## src/rtl/riscv_pkg.sv

```systemverilog
// Shared RISC-V core definitions: default widths, reset PC, well-known
// instruction encodings and the fetch FSM state type.
package riscv_pkg;

  localparam int          DEF_DATA_W   = 32;
  localparam logic [31:0] DEF_RESET_PC = 32'h0000_0000;
  localparam logic [31:0] INSTR_NOP    = 32'h0000_0013;
  localparam logic [31:0] INSTR_EBREAK = 32'h0010_0073;

  typedef enum logic [1:0] {
    BOOT = 2'd0,
    RUN  = 2'd1,
    HALT = 2'd2
  } fetch_state_t;

endpackage

```

## src/rtl/if_fetch_stage.sv

```systemverilog
// Instruction-fetch stage: PC register, BOOT/RUN/HALT control and IF/ID register.
// Optional macro IF_MISALIGN_CHECK_EN adds the sticky misaligned-redirect flag misalign_o.
module if_fetch_stage
  import riscv_pkg::*;
#(
  parameter int                       DATA_W    = DEF_DATA_W,
  parameter int                       MEM_DEPTH = 1024,
  parameter logic [DATA_W-1:0]        RESET_PC  = DATA_W'(DEF_RESET_PC),
  localparam int                      AW        = $clog2(MEM_DEPTH)
) (
  input  logic              CLK,
  input  logic              RST,
  input  logic              stall_i,
  input  logic              redirect_i,
  input  logic [DATA_W-1:0] target_i,
  output logic [AW-1:0]     addr,
  input  logic [DATA_W-1:0] q,
  output logic [DATA_W-1:0] ifid_instr_o,
  output logic [DATA_W-1:0] ifid_pc_o,
  output logic [DATA_W-1:0] ifid_pc4_o,
  output logic              ifid_valid_o,
  output logic              halted_o
`ifdef IF_MISALIGN_CHECK_EN
  ,output logic             misalign_o
`endif
);

  fetch_state_t      state;
  logic [DATA_W-1:0] pc_p0;
  logic [DATA_W-1:0] pc4_p0;
  logic [DATA_W-1:0] instr_p1;
  logic [DATA_W-1:0] pc_p1;
  logic [DATA_W-1:0] pc4_p1;
  logic              vld_p1;
  logic [DATA_W-1:0] tgt_aligned;
  logic              tgt_bad;

  assign pc4_p0      = pc_p0 + DATA_W'(4);
  assign tgt_aligned = {target_i[DATA_W-1:2], 2'b00};

`ifdef IF_MISALIGN_CHECK_EN
  logic misalign_q;
  assign tgt_bad    = (target_i[1:0] != 2'b00);
  assign misalign_o = misalign_q;
`else
  logic unused_tgt_lo;
  assign unused_tgt_lo = ^target_i[1:0];
  assign tgt_bad       = 1'b0;
`endif

  // p0: PC and fetch control; the IMEM address comes straight from the PC register
  always_ff @(posedge CLK or posedge RST) begin
    if (RST) begin
      state    <= BOOT;
      pc_p0    <= RESET_PC;
      instr_p1 <= DATA_W'(INSTR_NOP);
      pc_p1    <= '0;
      pc4_p1   <= '0;
      vld_p1   <= 1'b0;
`ifdef IF_MISALIGN_CHECK_EN
      misalign_q <= 1'b0;
`endif
    end else begin
      case (state)
        BOOT: begin
          state <= RUN;
        end
        RUN, HALT: begin
          if (redirect_i) begin
            // a misaligned target parks the stage instead of fetching garbage
            vld_p1 <= 1'b0;
            if (tgt_bad) begin
              state <= HALT;
`ifdef IF_MISALIGN_CHECK_EN
              misalign_q <= 1'b1;
`endif
            end else begin
              pc_p0 <= tgt_aligned;
              state <= RUN;
            end
          end else if (stall_i) begin
            state <= state;
          end else if (state == RUN) begin
            // p1: IF/ID capture of the word addressed this cycle
            pc_p0    <= pc4_p0;
            instr_p1 <= q;
            pc_p1    <= pc_p0;
            pc4_p1   <= pc4_p0;
            vld_p1   <= 1'b1;
            if (q == DATA_W'(INSTR_EBREAK)) state <= HALT;
          end else begin
            vld_p1 <= 1'b0;
          end
        end
        default: begin
          state <= BOOT;
        end
      endcase
    end
  end

  assign addr         = pc_p0[AW+1:2];
  assign ifid_instr_o = instr_p1;
  assign ifid_pc_o    = pc_p1;
  assign ifid_pc4_o   = pc4_p1;
  assign ifid_valid_o = vld_p1;
  assign halted_o     = (state == HALT);

endmodule

```

## config.mk

```make
export PLATFORM = sky130hd
export DESIGN_NAME = if_fetch_stage
export DESIGN_NICKNAME = d
export VERILOG_FILES = /design/src/rtl/riscv_pkg.sv /design/src/rtl/if_fetch_stage.sv
export SDC_FILE = /design/constraint.sdc
export NUM_CORES = 1
export LEC_CHECK = 0
export CORE_MARGIN = 2
export CORE_UTILIZATION = 44
export DETAILED_ROUTE_END_ITERATION = 8
export GPL_TIMING_DRIVEN = 0
export PLACE_DENSITY_LB_ADDON = 0.1
export RECOVER_POWER = 50
export SLEW_MARGIN = 10
export SYNTH_ARGS = -nofsm -noshare
export SYNTH_HDL_FRONTEND = slang
export SYNTH_SLANG_ARGS = --single-unit
export TNS_END_PERCENT = 50
```

## constraint.sdc

```tcl
create_clock -name CLK -period 4.2 [get_ports CLK]
set_clock_uncertainty 0.2 [all_clocks]
set_input_delay 0.63 -clock CLK [delete_from_list [all_inputs] [get_ports CLK]]
set_output_delay 0.63 -clock CLK [all_outputs]
set_load 0.05 [all_outputs]
```

== After elaboration in Yosys (flattened, before gate mapping) ==
Index checks and enable logic that the tools add are counted.

* Bits in registers: 131
* Logic and storage cells: 34

* $add $sub $neg: 1
* Eq/ne operators: 7
* Muxes and demuxes: 11
* Bitwise gates (word level): 2
* Reductions and logical operators: 7

{| class="wikitable"
|+ Operators with widths
! operator !! number
|-
| 32-bit 2-to-1 mux || 3
|-
| 32-bit by 3-bit adder with 32-bit output (second input constant) || 1
|-
| 32-bit by 21-bit equality test with 1-bit output (second input constant) || 1
|-
| 3-bit inequality test (second input constant) || 3
|-
| 2-bit 2-to-1 mux || 4
|-
| 3-bit AND reduction || 2
|-
| 2-bit one-hot mux with 2 select lines || 1
|-
| 4-bit AND reduction || 1
|-
| 1-bit 2-to-1 mux || 3
|-
| 2-bit by 1-bit equality test with 1-bit output (second input constant) || 1
|-
| 2-bit equality test (second input constant) || 1
|-
| 2-bit logical NOT || 1
|-
| 2-bit by 1-bit inequality test with 1-bit output (second input constant) || 1
|-
| 1-bit inverter || 2
|-
| 2-bit AND reduction || 1
|-
| 2-bit nonzero test || 1
|-
| 2-bit OR reduction || 1
|}

== Logic depth before layout (Yosys ltp) ==
Gate-level depths: netlist (run 1).

* Depth after elaboration: 6
* Gate-level depth with buffers: 8

== Worst setup path before layout (run 1) ==
No wires, ideal clock.

* Kind: in2reg
* Start: input port redirect_i
* End: register pc4_p1[22] (netlist: ifid_pc4_o[22])
* Library setup time: 0.127 ns
* Arrival time: 2.002 ns
* Required time: 3.873 ns
* Setup slack: 1.871 ns
* Stages: 7
* Path buffers: 4
* Cells stage by stage: clkbuf_1 or3b_2 clkbuf_1 clkbuf_1 clkbuf_1 nand2_1 nand3_1

* Cells in the longest elaborated chain, start to end: 2

{| class="wikitable"
|+ Ends and longest elaborated chain
! what !! RTL line !! RTL
|-
| start, declared || if_fetch_stage.sv:14 || <nowiki>input logic redirect_i,</nowiki>
|-
| 1-bit inverter (no source line) || n/a ||
|-
| 4-bit AND reduction (no source line) || n/a ||
|-
| end signal, assigned || if_fetch_stage.sv:88 || <nowiki>pc4_p1 <= pc4_p0;</nowiki>
|-
| end, declared || if_fetch_stage.sv:33 || <nowiki>logic [DATA_W-1:0] pc4_p1;</nowiki>
|}

Every way passes these cells.
A chain may end at the register's enable or synchronous reset.

== Final worst setup path (run 1) ==
* Start: register pc_p0[2]
* End: register pc_p0[24]

* Cells in the longest elaborated chain, start to end: 4

{| class="wikitable"
|+ Ends and longest elaborated chain
! what !! RTL line !! RTL
|-
| start, declared || if_fetch_stage.sv:29 || <nowiki>logic [DATA_W-1:0] pc_p0;</nowiki>
|-
| start signal, assigned || if_fetch_stage.sv:78 || <nowiki>pc_p0 <= tgt_aligned;</nowiki>
|-
| start signal, assigned || if_fetch_stage.sv:85 || <nowiki>pc_p0 <= pc4_p0;</nowiki>
|-
| 32-bit by 3-bit adder with 32-bit output || if_fetch_stage.sv:38 || <nowiki>assign pc4_p0 = pc_p0 + DATA_W'(4);</nowiki>
|-
| 32-bit 2-to-1 mux || if_fetch_stage.sv:83 || <nowiki>end else if (state == RUN) begin</nowiki>
|-
| 32-bit 2-to-1 mux || if_fetch_stage.sv:81 || <nowiki>end else if (stall_i) begin</nowiki>
|-
| 32-bit 2-to-1 mux || if_fetch_stage.sv:69 || <nowiki>if (redirect_i) begin</nowiki>
|}

Every way passes these cells. The select of a mux whose other input is x is not followed.

==> results of run 1 <==
==> synth_stat cells, types with 5 or more instances <==
master     instances  area share, %
o21ai_0           41            3.2
or3_1              6           0.59
a21oi_1           25            2.0
ha_1               6            1.2
nand4_1           19            1.9
clkbuf_1          46            2.7
a31oi_1            7           0.69
nand3_1           26            2.1
nor4_1            12            1.2
o211ai_1          13            1.5
a211o_1            6           0.83
buf_2              6           0.48
xnor2_1           10            1.4
inv_1             10           0.59
or4_1              6           0.71
buf_4             15            1.8
o2bb2ai_1          5           0.69
and3_1            19            1.9
nor2_1            31            1.8
nor3_1            10           0.79
dfrtp_1          122             48
a22oi_1            6           0.71
nand2_1          215             13
o21bai_1           5           0.59
==> metal layers <==
metal  vias to the layer above  track usage, %
met4                         0            9.38
met2                       307            42.7
met1                      3034            37.5
li1                       2911               -
met3                        43            6.50
met5                         -               0
==> power by group <==
group          switching [mW]  internal, mW
logic                    2.94          1.37
registers               0.439          1.79
clock network           0.519         0.992
total                    3.90          4.16
==> per-stage QoR <==
stage	power (mW)	setup slack (ns)	instances	area, um^2
2_1_floorplan	5.11	0.0474	737	6330
3_3_place_gp	6.56	-1.79	1085	8230
3_5_place_dp	6.63	0.774	1086	8270
4_1_cts	8.17	0.986	1118	8870
5_1_grt	8.48	0.556	1118	8870
6_report	8.06	0.875	1118	8870
==> kinds of logic (layout without fill, tap and decap cells) <==
family                     Yosys count  count (layout)  synth area share [%]
AOI/OAI and AO/OA                  129             129                  13.0
xor gates and xnor gates            12              12                  1.66
adders and majority gates            6               6                  1.19
buffers and inverters               80             281                  5.81
DFF                                125             125                  49.6
muxes                                4               4                 0.634
other                                1               4                0.0594
and+or+nand+nor                    377             377                  28.0
==> flip-flops by register name, indices dropped and copies added, names as in the netlist <==
register and flops:
ifid_instr_o 32, ifid_pc4_o 30, ifid_pc_o 30, ifid_valid_o 1, pc_p0 30, state 2
==> worst max-delay path: cells and delay by family, from the launching register on <==
kind,cells,cell delay [ns]
AND/OR/NAND/NOR,3,1.52
flip-flops,1,0.52
buffers and inverters,1,0.47
adder cells (fa/ha/maj),1,0.33
AO/OA/AOI/OAI,1,0.20
==> layout make-up <==
cell class | count | share of cell area, %
timing repair buffer | 169 | 19.3
tap | 180 | 2.54
sequential | 125 | 35.3
multi-input combinational | 532 | 31.9
buffer | 70 | 3.71
inverter | 10 | 0.423
clock buffer | 25 | 5.59
clock inverter | 7 | 1.24
==> worst max-delay path by stage <==
stage / to / depth (start not counted)
detailed placement: ifid_instr_o[31]$_DFFE_PP0P_ / 7
CTS: pc_p0[24]$_DFFE_PP0P_ / 6
global route: ifid_pc_o[31]$_DFFE_PP0P_ / 2
global placement: ifid_pc_o[24]$_DFFE_PP0P_ / 2
floorplan: ifid_instr_o[10]$_DFFE_PP0P_ / 1
finish: pc_p0[24]$_DFFE_PP0P_ / 6
==> impl_metrics.py, run 1 <==
metrics = {
    "global_route": {
        "antenna_found_initial": 0,
        "track_usage_pct": 27.4,
        "grt-ovfl-total": 0,
        "grt_start_max_net_pins": 65,
        "grt_pass1_wl_mm": 31.6,
        "first_global_vias": 5981,
    },
    "setup_path": {
        "crit_type": "reg2reg",
        "rr_startpoint": "pc_p0[2]$_DFFE_PP0P_",
        "cp-startpoint": "pc_p0[2]$_DFFE_PP0P_",
        "critPathMaxStageDelay_ns": 1.08,
        "reg2reg_depth": 6,
        "cp-start-kind": "flip-flop",
        "r2r_setup_slack_ns": 0.87,
        "setup.worst_path.end_class": "flip-flop",
        "arrival_ns": 3.46,
        "worstReg2RegEnd": "pc_p0[24]$_DFFE_PP0P_",
        "critPathMostFrequentCell": "nand3_1",
        "crit_path_cell_trace": "ha_1, nand3_1, nor4_1, clkbuf_1, nand3_1, o211ai_1",
        "required_ns": 4.34,
        "worst_path_max_delay_cell": "nor4_1",
        "cp_max_fo": 10,
    },
    "sta": {
        "worst_slew_pin_slew_ns": 2.45,
        "max-slew-margin-rel_pct": -63.3,
        "fin_crit_sh_pct": 79.2,
        "rsz0062_at_grt": "false",
        "fmax_mhz": 301,
        "slew_viol_final": 62,
        "finalSetupViolCount": 0,
        "hold_violations": 0,
        "period_needed_ns": 3.33,
        "tns_ns": 0,
        "fin_hold_ws_ns": 0.265,
    },
    "logic_synthesis": {
        "synth-edff-count": 0,
        "synthDistinctLibCells": 65,
        "seq_area_frac_synth_pct": 49.6,
        "ys.flop_type": "dfrtp_1",
        "async_flop_share_pct": 100,
        "ys_warn_count": 0,
        "mappedNetlistArea_mm2": 0.00631,
        "synth-seq-cells": 125,
        "synth.avg_cell_area_um2": 8.60,
        "synthCells": 734,
    },
    "cts": {
        "clk_latency_ns": 0.42,
        "cts_resized": 0,
        "clockRootBuffer": "clkbuf_16",
        "cts_tree": "done",
        "ctsHoldBuffers": 0,
        "post_cts_buffers": 0,
        "cts.path.max_buffers": 2,
        "cts.sinks": 125,
        "h-tree-depth": 4,
        "cts_buffers": 17,
        "clk_pin_slew_ns": 0.05,
    },
    "drt": {
        "drc": 0,
        "wl_met3_mm": 1.54,
        "vias": 6295,
        "initialDrtViolationCount": 676,
        "met1Wirelength_mm": 8.78,
        "routed.top_layer": "met4",
        "routed_wl_mm": 20.4,
        "postRouteAntennaNets": 0,
        "first_pass_iters": 5,
        "dr_wl_met2_mm": 9.67,
        "wire_per_inst_um": 18.3,
        "vias_per_cell": 5.63,
    },
    "cells_and_area": {
        "area_delta_synth_final_pct": 40.4,
        "regArea_mm2": 0.00313,
        "final_core_util_pct": 63.6,
        "mostFrequentLayoutCell": "nand2_1",
        "final_cell_mix": "nand2_1, dfrtp_1, clkdlybuf4s50_1",
        "finalNetCount": 999,
        "n_fill_cell": 1184,
        "antennaDiodeCount": 0,
        "drive_above_1_share_pct": 7.36,
        "multi_input_area_mm2": 0.00283,
    },
    "placement": {
        "place_hpwl_mm": 14.7,
        "globalplace.congestion": 0.893,
        "io_buffer_count": 168,
    },
    "outcome": {
        "violations": "capacitance limit, slew limit",
        "status": "finished with violations",
    },
    "worst_hold_path": {
        "holdPathEnd": "ifid_instr_o[1]$_DFFE_PP1P_",
        "hold_path.class": "reg2reg",
        "min_path_cells": 2,
        "hp-start": "ifid_instr_o[1]$_DFFE_PP1P_",
    },
    "pwr": {
        "vdd_drop_max_mv": 0.563,
        "cellLeakagePower_nw": 3.94,
        "power.density_mw_per_mm2": 909,
    },
    "floorplanning": {
        "die_area_mm2": 0.0153,
        "pin_count": 176,
        "rows": 43,
        "coreArea_mm2": 0.0139,
        "start_util_pct": 45.3,
        "die_x_um": 124,
        "fp.dieH_um": 124,
    },
    "job": {
        "max_cap_viol_count": 1,
    },
}
(Power assumes the default switching activity.)
==> inputs of run 2 (changes only) <==
==> constraint.sdc (replaced) <==
create_clock -name CLK -period 2.9 [get_ports CLK]
set_clock_uncertainty 0.2 [all_clocks]
set_input_delay 0.435 -clock CLK [delete_from_list [all_inputs] [get_ports CLK]]
set_output_delay 0.435 -clock CLK [all_outputs]
set_load 0.05 [all_outputs]
==> impl_metrics.py, run 2 (synthesis gave the netlist of run 1 again) <==
metrics = {
    "cts": {
        "post_cts_buffers": 0,
        "cts.sinks": 125,
        "h-tree-depth": 4,
        "cts_tree": "done",
        "ctsHoldBuffers": 0,
        "clockRootBuffer": "clkbuf_16",
        "cts_buffers": 17,
        "clk_latency_ns": 0.42,
        "cts.path.max_buffers": 2,
        "clk_pin_slew_ns": 0.06,
    },
    "sta": {
        "max-slew-margin-rel_pct": 23.6,
        "fin_hold_ws_ns": 0.257,
        "rsz0062_at_grt": "false",
        "fmax_mhz": 364,
        "finalSetupViolCount": 0,
        "period_needed_ns": 2.75,
        "fin_crit_sh_pct": 94.8,
        "hold_violations": 0,
        "slew_viol_final": 0,
        "setup_ws_ns": 0.151,
        "tns_ns": 0,
        "worst_slew_pin_slew_ns": 1.14,
    },
    "pwr": {
        "power_mw": 11.8,
        "power.density_mw_per_mm2": 1320,
        "vdd_drop_max_mv": 0.638,
        "cellLeakagePower_nw": 3.98,
    },
    "setup_path": {
        "arrival_ns": 2.88,
        "rr_startpoint": "pc_p0[11]$_DFFE_PP0P_",
        "worstReg2RegEnd": "ifid_pc4_o[25]$_DFFE_PP0P_",
        "worst_path_max_delay_cell": "clkbuf_1",
        "crit_type": "reg2reg",
        "required_ns": 3.03,
        "crit_path_cell_trace": "clkbuf_2, and4_1, nand4_1, clkbuf_1, clkbuf_1, o21ai_0, a31oi_1",
        "cp-startpoint": "pc_p0[11]$_DFFE_PP0P_",
        "cp-start-kind": "flip-flop",
        "r2r_setup_slack_ns": 0.15,
        "cp_max_fo": 10,
        "crit_path_end": "ifid_pc4_o[25]$_DFFE_PP0P_",
        "setup.worst_path.end_class": "flip-flop",
        "critPathMaxStageDelay_ns": 0.57,
        "critPathMostFrequentCell": "clkbuf_1",
        "reg2reg_depth": 7,
    },
    "drt": {
        "dr_wl_met2_mm": 9.80,
        "routed_wl_mm": 20.5,
        "postRouteAntennaNets": 0,
        "vias_per_cell": 5.62,
        "first_pass_iters": 5,
        "wire_per_inst_um": 18.3,
        "vias": 6298,
        "met1Wirelength_mm": 8.93,
        "initialDrtViolationCount": 663,
        "wl_met3_mm": 1.38,
        "drc": 0,
        "routed.top_layer": "met4",
    },
    "outcome": {
        "status": "completed",
    },
    "floorplanning": {
        "fp.dieH_um": 124,
        "start_util_pct": 45.3,
        "die_area_mm2": 0.0153,
        "pin_count": 176,
        "coreArea_mm2": 0.0139,
        "die_x_um": 124,
        "rows": 43,
    },
    "global_route": {
        "grt_pass1_wl_mm": 31.5,
        "first_global_vias": 5970,
        "track_usage_pct": 27.6,
        "antenna_found_initial": 0,
        "grt-ovfl-total": 0,
        "grt_start_max_net_pins": 38,
    },
    "cells_and_area": {
        "final_core_util_pct": 64.2,
        "final_cell_mix": "nand2_1, dfrtp_1, clkdlybuf4s50_1",
        "largest_reg_flops": 32,
        "antennaDiodeCount": 0,
        "mostFrequentLayoutCell": "nand2_1",
        "finalNetCount": 1001,
        "drive_above_1_share_pct": 8.40,
        "area_delta_synth_final_pct": 41.6,
    },
    "placement": {
        "globalplace.congestion": 0.887,
        "pre_cts_ws_ns": -0.402,
        "place_hpwl_mm": 15.0,
        "io_buffer_count": 168,
    },
    "job": {
        "max_cap_viol_count": 0,
    },
    "worst_hold_path": {
        "min_path_cells": 2,
        "hold_path.class": "reg2reg",
    },
}
-- run 2: worst min-delay path by stage --
stage	slack, ns	from	to
after global routing	0.27	ifid_instr_o[4]$_DFFE_PP1P_	ifid_instr_o[4]$_DFFE_PP1P_
final	0.26	ifid_instr_o[4]$_DFFE_PP1P_	ifid_instr_o[4]$_DFFE_PP1P_
after detailed placement	0.25	ifid_instr_o[4]$_DFFE_PP1P_	ifid_instr_o[4]$_DFFE_PP1P_
after floorplan	0.30	pc_p0[31]$_DFFE_PP0P_	ifid_pc_o[31]$_DFFE_PP0P_
after global placement	0.25	ifid_instr_o[0]$_DFFE_PP1P_	ifid_instr_o[0]$_DFFE_PP1P_
after CTS	0.26	RST	ifid_pc_o[7]$_DFFE_PP0P_
-- run 2: layout make-up --
cell class	instances	area (um^2)
flip-flops and latches	125	3130
inverters	10	38.8
fillers	1211	4990
multi-input cells	532	2850
clock buffers	22	464
well taps	180	225
repair buffers	171	1710
plain buffers	70	335
clock inverters	10	186
-- run 2: repair_timing --
| action | in CTS | in global routing |
|---|---|---|
| setup endpoints to repair | 23 | 84 |
| gates resized for setup | 3 | 9 |
| hold endpoints to repair | 0 | 0 |
-- run 2: power by group --
group | switching [mW] | total [mW] | internal (mW)
Clock | 0.776 | 2.35 | 1.57
Combinational | 4.28 | 6.27 | 1.99
Sequential | 0.631 | 3.23 | 2.60
-- run 2: metal layers --
| metal | vias up | GRT usage [%] |
|---|---|---|
| met5 | - | 0 |
| met4 | 0 | 9.38 |
| met3 | 32 | 5.72 |
| met2 | 292 | 43.3 |
| met1 | 3054 | 38.1 |
| li1 | 2920 | - |
-- run 2: metrics by stage --
stage	instances	instance area, um^2
finish	1120	8940
global route	1120	8940
CTS	1120	8960
detailed placement	1088	8300
global placement	1085	8240
floorplan	737	6330
-- run 2: critical path: cells and delay by family, from the launching register on --
kind,cells,cell delay (ns)
flops,1,0.38
simple gates,2,0.44
compound gates,2,0.42
buf+inv,3,1.23
==> inputs of run 3 (changes only) <==
--- a/config.mk
+++ b/config.mk
@@ -9,7 +9,7 @@
 export CORE_UTILIZATION = 44
 export DETAILED_ROUTE_END_ITERATION = 8
 export GPL_TIMING_DRIVEN = 0
-export PLACE_DENSITY_LB_ADDON = 0.1
+export PLACE_DENSITY_LB_ADDON = 0.3
 export RECOVER_POWER = 50
 export SLEW_MARGIN = 10
 export SYNTH_ARGS = -nofsm -noshare
==> impl_metrics.py, run 3 (synthesis gave the netlist of run 1 again) <==
metrics = {
    "outcome": {
        "status": "completed",
    },
    "global_route": {
        "grt_pass1_wl_mm": 31.2,
        "first_global_vias": 5991,
        "grt-ovfl-total": 0,
        "grt_start_max_net_pins": 38,
        "antenna_found_initial": 0,
        "track_usage_pct": 26.9,
    },
    "setup_path": {
        "critPathMostFrequentCell": "nand3_1",
        "crit_type": "reg2reg",
        "required_ns": 3.04,
        "critPathMaxStageDelay_ns": 0.59,
        "crit_path_cell_trace": "ha_1, nand3_1, nor4_4, clkbuf_1, nand3_1, o211ai_1",
        "cp_max_fo": 10,
        "worst_path_max_delay_cell": "nor4_4",
        "arrival_ns": 3.00,
        "cp-start-kind": "flip-flop",
        "setup.worst_path.end_class": "flip-flop",
    },
    "placement": {
        "globalplace.congestion": 0.899,
        "placed_area_mm2": 0.00830,
        "place_inst": 1088,
        "io_buffer_count": 168,
        "place_hpwl_mm": 14.5,
    },
    "drt": {
        "routed_wl_mm": 19.9,
        "routed.top_layer": "met4",
        "dr_wl_met2_mm": 9.32,
        "initialDrtViolationCount": 715,
        "drc": 0,
        "postRouteAntennaNets": 0,
        "vias_per_cell": 5.60,
        "first_pass_iters": 5,
        "wl_met3_mm": 1.67,
        "met1Wirelength_mm": 8.38,
        "vias": 6275,
        "wire_per_inst_um": 17.8,
    },
    "cells_and_area": {
        "antennaDiodeCount": 0,
        "mostFrequentLayoutCell": "nand2_1",
        "final_cell_mix": "nand2_1, dfrtp_1, clkdlybuf4s50_1",
        "stdcell_area_mm2": 0.00881,
        "drive_above_1_share_pct": 8.09,
        "fin_cells": 1120,
        "area_delta_synth_final_pct": 39.6,
        "largest_reg_flops": 32,
        "finalNetCount": 1001,
    },
    "sta": {
        "slew_viol_final": 0,
        "period_needed_ns": 2.86,
        "worst_slew_pin_slew_ns": 1.25,
        "fin_hold_ws_ns": 0.260,
        "fmax_mhz": 350,
        "fin_crit_sh_pct": 98.5,
        "max-slew-margin-rel_pct": 16.0,
        "finalSetupViolCount": 0,
        "rsz0062_at_grt": "true",
        "hold_violations": 0,
    },
    "pwr": {
        "cellLeakagePower_nw": 3.93,
        "power.density_mw_per_mm2": 1300,
        "vdd_drop_max_mv": 0.721,
    },
    "floorplanning": {
        "coreArea_mm2": 0.0139,
        "pin_count": 176,
        "die_area_mm2": 0.0153,
        "start_util_pct": 45.3,
        "die_x_um": 124,
        "rows": 43,
        "fp.dieH_um": 124,
    },
    "cts": {
        "h-tree-depth": 4,
        "clk_pin_slew_ns": 0.06,
        "ctsHoldBuffers": 0,
        "cts_buffers": 17,
        "clk_latency_ns": 0.42,
        "clockRootBuffer": "clkbuf_16",
        "cts.path.max_buffers": 2,
        "cts_tree": "done",
        "cts.sinks": 125,
    },
    "job": {
        "max_cap_viol_count": 0,
    },
    "worst_hold_path": {
        "hold_path.class": "reg2reg",
    },
}
## run 3: critical path, delay by kind of cell (launching register included)
family | cells | cell delay (ns)
flip-flops | 1 | 0.53
buffers and inverters | 1 | 0.46
AO/OA/AOI/OAI | 1 | 0.20
adder cells (fa/ha/maj) | 1 | 0.33
AND/OR/NAND/NOR | 3 | 1.05
## run 3: report_power, final
| part | internal, mW | total [mW] | switching [mW] |
|---|---|---|---|
| Clock | 1.21 | 1.95 | 0.740 |
| Combinational | 1.99 | 6.28 | 4.29 |
| Sequential | 2.60 | 3.21 | 0.614 |
## run 3: area by class of cell
type                            instances  area, um^2
Fill cell                            1215        5120
Inverter                               10        38.8
Buffer                                 70         334
Clock buffer                           24         472
Timing Repair Buffer                  171        1700
Sequential cell                       125        3130
Multi-Input combinational cell        532        2850
Clock inverter                          8        67.6
Tap cell                              180         225
## run 3: what timing repair did
item | CTS | global route
buffers inserted | 0 | 0
gates resized for setup | 4 | 6
endpoints found under the setup margin | 16 | 77
pin swaps | 0 | 0
## run 3: worst paths after layout
path | startpoint | endpoint | slack (ns) | cells past startpoint
hold reg to reg | ifid_instr_o[4]$_DFFE_PP1P_ | ifid_instr_o[4]$_DFFE_PP1P_ | 0.26 | 2
min in group asynchronous | RST | ifid_pc_o[7]$_DFFE_PP0P_ | 0.54 | 2
max in group asynchronous | RST | pc_p0[18]$_DFFE_PP0P_ | 0.50 | 3
setup / recovery | pc_p0[2]$_DFFE_PP0P_ | pc_p0[24]$_DFFE_PP0P_ | 0.04 | 6
hold / removal | ifid_instr_o[4]$_DFFE_PP1P_ | ifid_instr_o[4]$_DFFE_PP1P_ | 0.26 | 2
setup reg to reg | pc_p0[2]$_DFFE_PP0P_ | pc_p0[24]$_DFFE_PP0P_ | 0.04 | 6
## run 3: routing by layer
metal  track usage (%)  vias to the layer above
li1                  -                     2914
met1              36.3                     2991
met2              41.5                      322
met3              6.59                       48
met4              11.6                        0
met5                 0                        -
## run 3: per-stage QoR
| stage | power [mW] | TNS, ns | worst slack, ns | utilization (%) |
|---|---|---|---|---|
| detailed placement | 9.61 | -20.78 | -0.346 | 59.5 |
| global route | 12.1 | -0.0278 | -0.0147 | 63.3 |
| CTS | 11.6 | 0 | 0.00665 | 63.5 |
| finish | 11.4 | 0 | 0.0425 | 63.3 |
| global placement | 9.52 | -81.48 | -0.507 | 59.1 |
| floorplan | 7.40 | 0 | 0.697 | - |
